`src/rtl/mips_pkg.sv`:
```
// Shared geometry and controller state encoding for the direct-mapped cache.
package mips_pkg;

  localparam int unsigned TAG_W = 22;
  localparam int unsigned IDX_W = 5;
  localparam int unsigned OFF_W = 3;
  localparam int unsigned LINES = 32;

  typedef enum logic [1:0] {
    StIdle,
    StCompare,
    StFill,
    StWriteMem
  } state_e;

endpackage

```
`src/rtl/cache_ctrl_if.sv`:
```
// CPU, datapath and memory signals of the cache controller.
// The slave modport is the controller's view.
interface cache_ctrl_if
  import mips_pkg::*;
#(
  parameter int unsigned CNT_W = 16
);

  logic             cpu_req;
  logic             cpu_we;
  logic [31:0]      cpu_addr;
  logic             cpu_ready;
  logic             inv;
  logic [IDX_W-1:0] cache_idx;
  logic [OFF_W-1:0] cache_idb;
  logic             cache_we;
  logic             cache_fill;
  logic [IDX_W-1:0] cache_idx_mem;
  logic             mem_rd;
  logic             mem_wr;
  logic [31:0]      mem_addr;
  logic             mem_ack;
  logic [CNT_W-1:0] hit_cnt;
  logic [CNT_W-1:0] miss_cnt;

  modport slave (
    input  cpu_req, cpu_we, cpu_addr, inv, mem_ack,
    output cpu_ready, cache_idx, cache_idb, cache_we, cache_fill, cache_idx_mem,
    output mem_rd, mem_wr, mem_addr, hit_cnt, miss_cnt
  );

  modport master (
    output cpu_req, cpu_we, cpu_addr, inv, mem_ack,
    input  cpu_ready, cache_idx, cache_idb, cache_we, cache_fill, cache_idx_mem,
    input  mem_rd, mem_wr, mem_addr, hit_cnt, miss_cnt
  );

endinterface

```
`src/rtl/cache_tag_store.sv`:
```
// Tag and valid arrays: one combinational lookup port, one write port, clear-all.
// Only the valid bits are reset; tags are don't-care while their line is invalid.
module cache_tag_store
  import mips_pkg::*;
(
  input  logic             clk,
  input  logic             rst_n,
  input  logic             clr_i,
  input  logic [IDX_W-1:0] lkp_idx_i,
  output logic             lkp_valid_o,
  output logic [TAG_W-1:0] lkp_tag_o,
  input  logic             wr_en_i,
  input  logic [IDX_W-1:0] wr_idx_i,
  input  logic [TAG_W-1:0] wr_tag_i
);

  logic [LINES-1:0] valid_q, valid_d;
  logic [TAG_W-1:0] tag_q [LINES];

  always_comb begin
    valid_d = valid_q;
    if (clr_i) begin
      valid_d = '0;
    end else if (wr_en_i) begin
      valid_d[wr_idx_i] = 1'b1;
    end
  end

  always_ff @(posedge clk or negedge rst_n) begin
    if (!rst_n) begin
      valid_q <= '0;
    end else begin
      valid_q <= valid_d;
    end
  end

  always_ff @(posedge clk) begin
    if (wr_en_i) begin
      tag_q[wr_idx_i] <= wr_tag_i;
    end
  end

  assign lkp_valid_o = valid_q[lkp_idx_i];
  assign lkp_tag_o   = tag_q[lkp_idx_i];

endmodule

```
`src/rtl/cache_ctrl.sv`:
```
// Direct-mapped, write-through, no-write-allocate cache controller with
// saturating hit/miss statistics.
module cache_ctrl
  import mips_pkg::*;
#(
  parameter int unsigned CNT_W = 16
) (
  input  logic         clk,
  input  logic         rst_n,
  cache_ctrl_if.slave  bus
);

  state_e           state_q, state_d;
  logic [31:0]      addr_q, addr_d;
  logic             we_q, we_d;
  logic             refill_q, refill_d;
  logic [CNT_W-1:0] hit_cnt_q, hit_cnt_d;
  logic [CNT_W-1:0] miss_cnt_q, miss_cnt_d;

  logic             lkp_valid;
  logic [TAG_W-1:0] lkp_tag;
  logic             hit, clr, tag_wr, hit_inc, miss_inc;
  logic             cpu_ready, cache_we, cache_fill, mem_rd, mem_wr;
  logic [31:0]      mem_addr;

  wire [TAG_W-1:0] tag = addr_q[31:10];
  wire [IDX_W-1:0] idx = addr_q[9:5];
  wire [OFF_W-1:0] idb = addr_q[4:2];

  cache_tag_store u_tag_store (
    .clk        (clk),
    .rst_n      (rst_n),
    .clr_i      (clr),
    .lkp_idx_i  (idx),
    .lkp_valid_o(lkp_valid),
    .lkp_tag_o  (lkp_tag),
    .wr_en_i    (tag_wr),
    .wr_idx_i   (idx),
    .wr_tag_i   (tag)
  );

  assign hit = lkp_valid && (lkp_tag == tag);

  always_comb begin
    state_d    = state_q;
    addr_d     = addr_q;
    we_d       = we_q;
    refill_d   = refill_q;
    cpu_ready  = 1'b0;
    cache_we   = 1'b0;
    cache_fill = 1'b0;
    mem_rd     = 1'b0;
    mem_wr     = 1'b0;
    mem_addr   = '0;
    clr        = 1'b0;
    tag_wr     = 1'b0;
    hit_inc    = 1'b0;
    miss_inc   = 1'b0;
    unique case (state_q)
      StIdle: begin
        if (bus.inv) begin
          clr = 1'b1;
        end else if (bus.cpu_req) begin
          addr_d   = bus.cpu_addr;
          we_d     = bus.cpu_we;
          refill_d = 1'b0;
          state_d  = StCompare;
        end
      end
      StCompare: begin
        // The compare that follows a fill was already counted as a miss.
        hit_inc  = hit && !refill_q;
        miss_inc = !hit && !refill_q;
        if (we_q) begin
          cache_we = hit;
          state_d  = StWriteMem;
        end else if (hit) begin
          cpu_ready = 1'b1;
          state_d   = StIdle;
        end else begin
          state_d = StFill;
        end
      end
      StFill: begin
        mem_rd   = 1'b1;
        mem_addr = {addr_q[31:5], 5'b0};
        if (bus.mem_ack) begin
          cache_fill = 1'b1;
          tag_wr     = 1'b1;
          refill_d   = 1'b1;
          state_d    = StCompare;
        end
      end
      StWriteMem: begin
        mem_wr   = 1'b1;
        mem_addr = {addr_q[31:2], 2'b00};
        if (bus.mem_ack) begin
          cpu_ready = 1'b1;
          state_d   = StIdle;
        end
      end
      default: state_d = StIdle;
    endcase

    hit_cnt_d  = (hit_inc && !(&hit_cnt_q)) ? hit_cnt_q + CNT_W'(1) : hit_cnt_q;
    miss_cnt_d = (miss_inc && !(&miss_cnt_q)) ? miss_cnt_q + CNT_W'(1) : miss_cnt_q;
  end

  always_ff @(posedge clk or negedge rst_n) begin
    if (!rst_n) begin
      state_q    <= StIdle;
      addr_q     <= '0;
      we_q       <= 1'b0;
      refill_q   <= 1'b0;
      hit_cnt_q  <= '0;
      miss_cnt_q <= '0;
    end else begin
      state_q    <= state_d;
      addr_q     <= addr_d;
      we_q       <= we_d;
      refill_q   <= refill_d;
      hit_cnt_q  <= hit_cnt_d;
      miss_cnt_q <= miss_cnt_d;
    end
  end

  assign bus.cpu_ready     = cpu_ready;
  assign bus.cache_idx     = (state_q != StIdle) ? idx : '0;
  assign bus.cache_idb     = (state_q != StIdle) ? idb : '0;
  assign bus.cache_we      = cache_we;
  assign bus.cache_fill    = cache_fill;
  assign bus.cache_idx_mem = cache_fill ? idx : '0;
  assign bus.mem_rd        = mem_rd;
  assign bus.mem_wr        = mem_wr;
  assign bus.mem_addr      = mem_addr;
  assign bus.hit_cnt       = hit_cnt_q;
  assign bus.miss_cnt      = miss_cnt_q;

endmodule

```
`src/flat_wrapper.sv`:
```
// flat-port wrapper written by rule: the top's interface ports become plain ports
module cache_ctrl_flat import mips_pkg::*;
#(
  parameter int unsigned CNT_W = 16
)
  (clk, rst_n, bus_cpu_req, bus_cpu_we, bus_cpu_addr, bus_inv, bus_mem_ack, bus_cpu_ready, bus_cache_idx, bus_cache_idb, bus_cache_we, bus_cache_fill, bus_cache_idx_mem, bus_mem_rd, bus_mem_wr, bus_mem_addr, bus_hit_cnt, bus_miss_cnt);
  cache_ctrl_if #(.CNT_W(CNT_W)) bus_i ();
  input  logic clk;
  input  logic rst_n;
  input wire logic [$bits(bus_i.cpu_req)-1:0] bus_cpu_req;
  input wire logic [$bits(bus_i.cpu_we)-1:0] bus_cpu_we;
  input wire logic [$bits(bus_i.cpu_addr)-1:0] bus_cpu_addr;
  input wire logic [$bits(bus_i.inv)-1:0] bus_inv;
  input wire logic [$bits(bus_i.mem_ack)-1:0] bus_mem_ack;
  output wire logic [$bits(bus_i.cpu_ready)-1:0] bus_cpu_ready;
  output wire logic [$bits(bus_i.cache_idx)-1:0] bus_cache_idx;
  output wire logic [$bits(bus_i.cache_idb)-1:0] bus_cache_idb;
  output wire logic [$bits(bus_i.cache_we)-1:0] bus_cache_we;
  output wire logic [$bits(bus_i.cache_fill)-1:0] bus_cache_fill;
  output wire logic [$bits(bus_i.cache_idx_mem)-1:0] bus_cache_idx_mem;
  output wire logic [$bits(bus_i.mem_rd)-1:0] bus_mem_rd;
  output wire logic [$bits(bus_i.mem_wr)-1:0] bus_mem_wr;
  output wire logic [$bits(bus_i.mem_addr)-1:0] bus_mem_addr;
  output wire logic [$bits(bus_i.hit_cnt)-1:0] bus_hit_cnt;
  output wire logic [$bits(bus_i.miss_cnt)-1:0] bus_miss_cnt;
  assign bus_i.cpu_req = bus_cpu_req;
  assign bus_i.cpu_we = bus_cpu_we;
  assign bus_i.cpu_addr = bus_cpu_addr;
  assign bus_i.inv = bus_inv;
  assign bus_i.mem_ack = bus_mem_ack;
  assign bus_cpu_ready = bus_i.cpu_ready;
  assign bus_cache_idx = bus_i.cache_idx;
  assign bus_cache_idb = bus_i.cache_idb;
  assign bus_cache_we = bus_i.cache_we;
  assign bus_cache_fill = bus_i.cache_fill;
  assign bus_cache_idx_mem = bus_i.cache_idx_mem;
  assign bus_mem_rd = bus_i.mem_rd;
  assign bus_mem_wr = bus_i.mem_wr;
  assign bus_mem_addr = bus_i.mem_addr;
  assign bus_hit_cnt = bus_i.hit_cnt;
  assign bus_miss_cnt = bus_i.miss_cnt;
  cache_ctrl #(.CNT_W(CNT_W)) u_core (.clk(clk), .rst_n(rst_n), .bus(bus_i));
endmodule
```
`config.mk`:
```
export PLATFORM = sky130hd
export DESIGN_NAME = cache_ctrl_flat
export DESIGN_NICKNAME = d
export VERILOG_FILES = /design/src/rtl/mips_pkg.sv /design/src/rtl/cache_ctrl_if.sv /design/src/rtl/cache_tag_store.sv /design/src/rtl/cache_ctrl.sv /design/src/flat_wrapper.sv
export SDC_FILE = /design/constraint.sdc
export NUM_CORES = 1
export LEC_CHECK = 0
export BUFFER_PORTS_ARGS = -buffer_cell sky130_fd_sc_hd__clkbuf_2
export CORE_ASPECT_RATIO = 1.75
export CORE_MARGIN = 2
export CORE_UTILIZATION = 50
export DETAILED_ROUTE_END_ITERATION = 12
export PLACE_DENSITY = 0.78
export REMOVE_ABC_BUFFERS = 1
export SYNTH_ARGS = -nofsm -noshare
export SYNTH_HDL_FRONTEND = slang
export SYNTH_SLANG_ARGS = --single-unit
```
`constraint.sdc`:
```
create_clock -name clk -period 4.4 [get_ports clk]
set_input_delay 0.88 -clock clk [delete_from_list [all_inputs] [get_ports clk]]
set_output_delay 0.88 -clock clk [all_outputs]
set_load 0.01 [all_outputs]
```
==> results.toml <==
[worst_setup_path]
r2r_slack_ps = 350
critPathLaunch = "u_core.addr_q[6]$_DFFE_PN0P_"
r2r-start = "u_core.addr_q[6]$_DFFE_PN0P_"
cp.arrival_ps = 4080
worstSetupPathType = "flip-flop to output pin"
cp-start-kind = "flip-flop"
rr_endpoint = "u_core.bus.hit_cnt[9]$_DFFE_PN0P_"
cp.required_ps = 3520
rr_worst_depth = 14
end_kind = "output pin"
path_max_fanout = 6

[cells_and_area]
mostFrequentLayoutCells = "edfxtp_1 (704), mux2i_1 (336), buf_4 (176), o22ai_1 (144), clkbuf_2 (113)"
drive_above_1_share = 0.2901
final_common_cell = "edfxtp_1"
area_growth_pct = 20.50
nNetsFinal = 2222
fin_cells = 3041
design_area_um2 = 38340

[routing]
wl_um = 95200
drtIter0Drc = 2578
wl_per_cell_um = 31.31
route.detailed.drc = 0
firstDrtPassIters = 5
antenna_left = 0
vias_per_cell = 6.548
routed-via-count = 19910

[power_and_ir_drop]
p_leak_nw = 13.88
powerDensity_nw_per_um2 = 648.6
totalPowerFinal_mw = 24.87
peakVddDrop_mv = 0.6077

[clock_network]
clock_latency_ps = 640
cts_tree = "yes"
cts_sinks = 802
clockRootBuffer = "clkbuf_16"
cts_max_level = 3
clk_pin_slew_ps = 70
cts_made_buffers = 66
clockBufferDepth = 3

[status]
violations = "negative setup slack"
outcome = "finished with violations"

[place]
dp_hpwl_um = 55770
dp.cells = 2874
finalWeightedCongestion = 0.9148
place_area_um2 = 34750
dpl_worst_slack_ps = -487.7
io_buffers = 115

[synthesis]
seq_area_frac_synth = 0.7415
netlist_area_um2 = 31820
synth.distinct_cells = 53
synthArstFlopShare = 0.1222
synthCells = 1860
synth_edf_count = 704
ys_seq_elements = 802
yosysWarnings = 0
avgSynthCellArea_um2 = 17.11
synth-main-ff-cell = "edfxtp_1"

[floorplanning]
io_pins = 120
dieArea_um2 = 65740
start_util = 0.5047
fp-row-count = 122
die_h_um = 337.7
die_w_um = 194.7
core_um2 = 63040

[sta]
hold_viol = 0
worst_pin_slew_ps = 1063
skew_ps = 34.27
final_max_slew_viol_count = 0
slew_headroom = 0.2893
grt_setup_unrepaired = "yes"
fmax_mhz = 201.7
layout_setup_ws_ps = -557.2
timing.final.crit_share = 1.127
finalSetupViolCount = 2
layout_min_cycle_time_ps = 4957

[global_route]
overflow = 0
grt_pass1_vias = 20180
grt_max_degree = 58
grtUsageTotal = 0.2806
grt_pass1_wl_um = 132200
grt_antenna_before_repair = 1

[run]
drv_cap = 0

[min_path]
min_path_type = "primary input to async pin"
kinds of logic (layout without fill, tap and decap cells):
| kind of cell | after synthesis | count (layout) | share of synthesized area |
|---|---|---|---|
| AO/OA/AOI/OAI | 246 | 246 | 0.04916 |
| AND/OR/NAND/NOR | 281 | 281 | 0.05313 |
| adder cells (fa/ha/maj) | 2 | 2 | 0.0007864 |
| flip-flops | 802 | 802 | 0.7415 |
| multiplexers | 392 | 392 | 0.1277 |
| XOR/XNOR | 30 | 30 | 0.008495 |
| other | 1 | 3 | 0.0001179 |
| buffers and inverters | 106 | 479 | 0.01903 |
power by group:
group          total, mW  leakage [nW]  switching (mW)  internal (mW)
combinational       9.01          5.21            5.23           3.78
clock               5.84          1.02            2.73           3.11
sequential          10.0          7.64           0.390           9.62
synth_stat cells (4+ instances only):
cell	count	area, um2
edfxtp_1	704	21140
mux2i_1	352	3523
o22ai_1	179	1120
dfrtp_1	98	2452
buf_2	55	275.3
nor2_1	49	183.9
nor4_1	47	294.0
and3_1	35	219.0
mux2_2	32	360.4
o21a_1	32	240.2
and2_1	29	181.4
nand3_1	23	115.1
xnor2_1	23	201.4
clkbuf_1	22	82.58
nand2_1	21	78.83
a21oi_1	17	85.08
buf_4	13	97.59
buf_6	12	135.1
nor2b_1	10	62.56
nor3_1	10	50.05
nand4_1	9	56.30
o21ai_0	9	45.04
mux4_2	8	180.2
xor2_1	6	52.55
nand3b_1	5	37.54
nand4b_1	5	43.79
nand4bb_1	5	56.30
and4_1	4	35.03
inv_1	4	15.01
nand2b_1	4	25.02
or3_1	4	25.02
or4_1	4	30.03
or4b_4	4	55.05
how the worst max path moves through the flow:
stage	to	slack, ps	depth (start not counted)
final	bus_cache_we	-560	13
after detailed placement	bus_cache_we	-490	13
after global routing	bus_cache_we	-580	13
after floorplan	u_core.u_tag_store.tag_q[9][0]$_DFFE_PP_	-11240	2
after CTS	bus_cache_we	-500	14
after global placement	bus_cache_we	-540	13
critical path, cell delays in order, from the launching register on:
cell and delay, ps:
dfrtp_2 480, buf_6 150, or4_4 640, buf_6 180
o22ai_4 190, nor4_4 90, and3_4 200, nor4_4 440
buf_4 190, and4_4 270, nand2_1 60, nand4b_1 240
nor3_2 160, buf_2 150
state kept, by name (all words and copies together) (netlist names):
name                        cells
u_core.refill_q                 1
u_core.addr_q                  30
u_core.state_q                  2
u_core.bus.hit_cnt             16
u_core.u_tag_store.tag_q      704
u_core.bus.miss_cnt            16
u_core.u_tag_store.valid_q     32
u_core.we_q                     1
stage by stage:
step / utilization / hold WS [ps] / TNS, ps
3_5_place_dp: 0.5513 / 474.4 / -1266
2_1_floorplan: - / 458.9 / -7300760
5_1_grt: 0.6081 / 440.6 / -1151
4_1_cts: 0.5994 / 408.9 / -905.7
6_report: 0.6081 / 381.7 / -1096
3_3_place_gp: 0.5513 / 467.8 / -1384
final cells by class:
class	instances	area [um2]
Clock buffer	85	1797
Tap cell	806	1008
Timing Repair Buffer	355	2975
Sequential cell	802	23600
Clock inverter	35	304.0
Antenna cell	1	2.502
Inverter	4	15.01
Multi-Input combinational cell	953	8635
Fill cell	4236	24710
layer usage:
layer	global-route usage	vias to the layer above	wire length [um]
met4	0.1993	2	7202
li1	-	8047	-
met5	0	-	11
met3	0.05068	394	9746
met2	0.4781	1510	47010
met1	0.3212	9958	31240
timing repair:
| item | 4_1_cts | 5_1_grt |
|---|---|---|
| endpoints found under the hold margin | 0 | 0 |
| cloned | 3 | 2 |
| hold buffers | 0 | 0 |
| buffers inserted | 30 | 11 |
| setup endpoints to repair | 15 | 2 |
| resized for setup | 107 | 71 |
| pin swaps | 27 | 29 |
(Power assumes the default switching activity.)
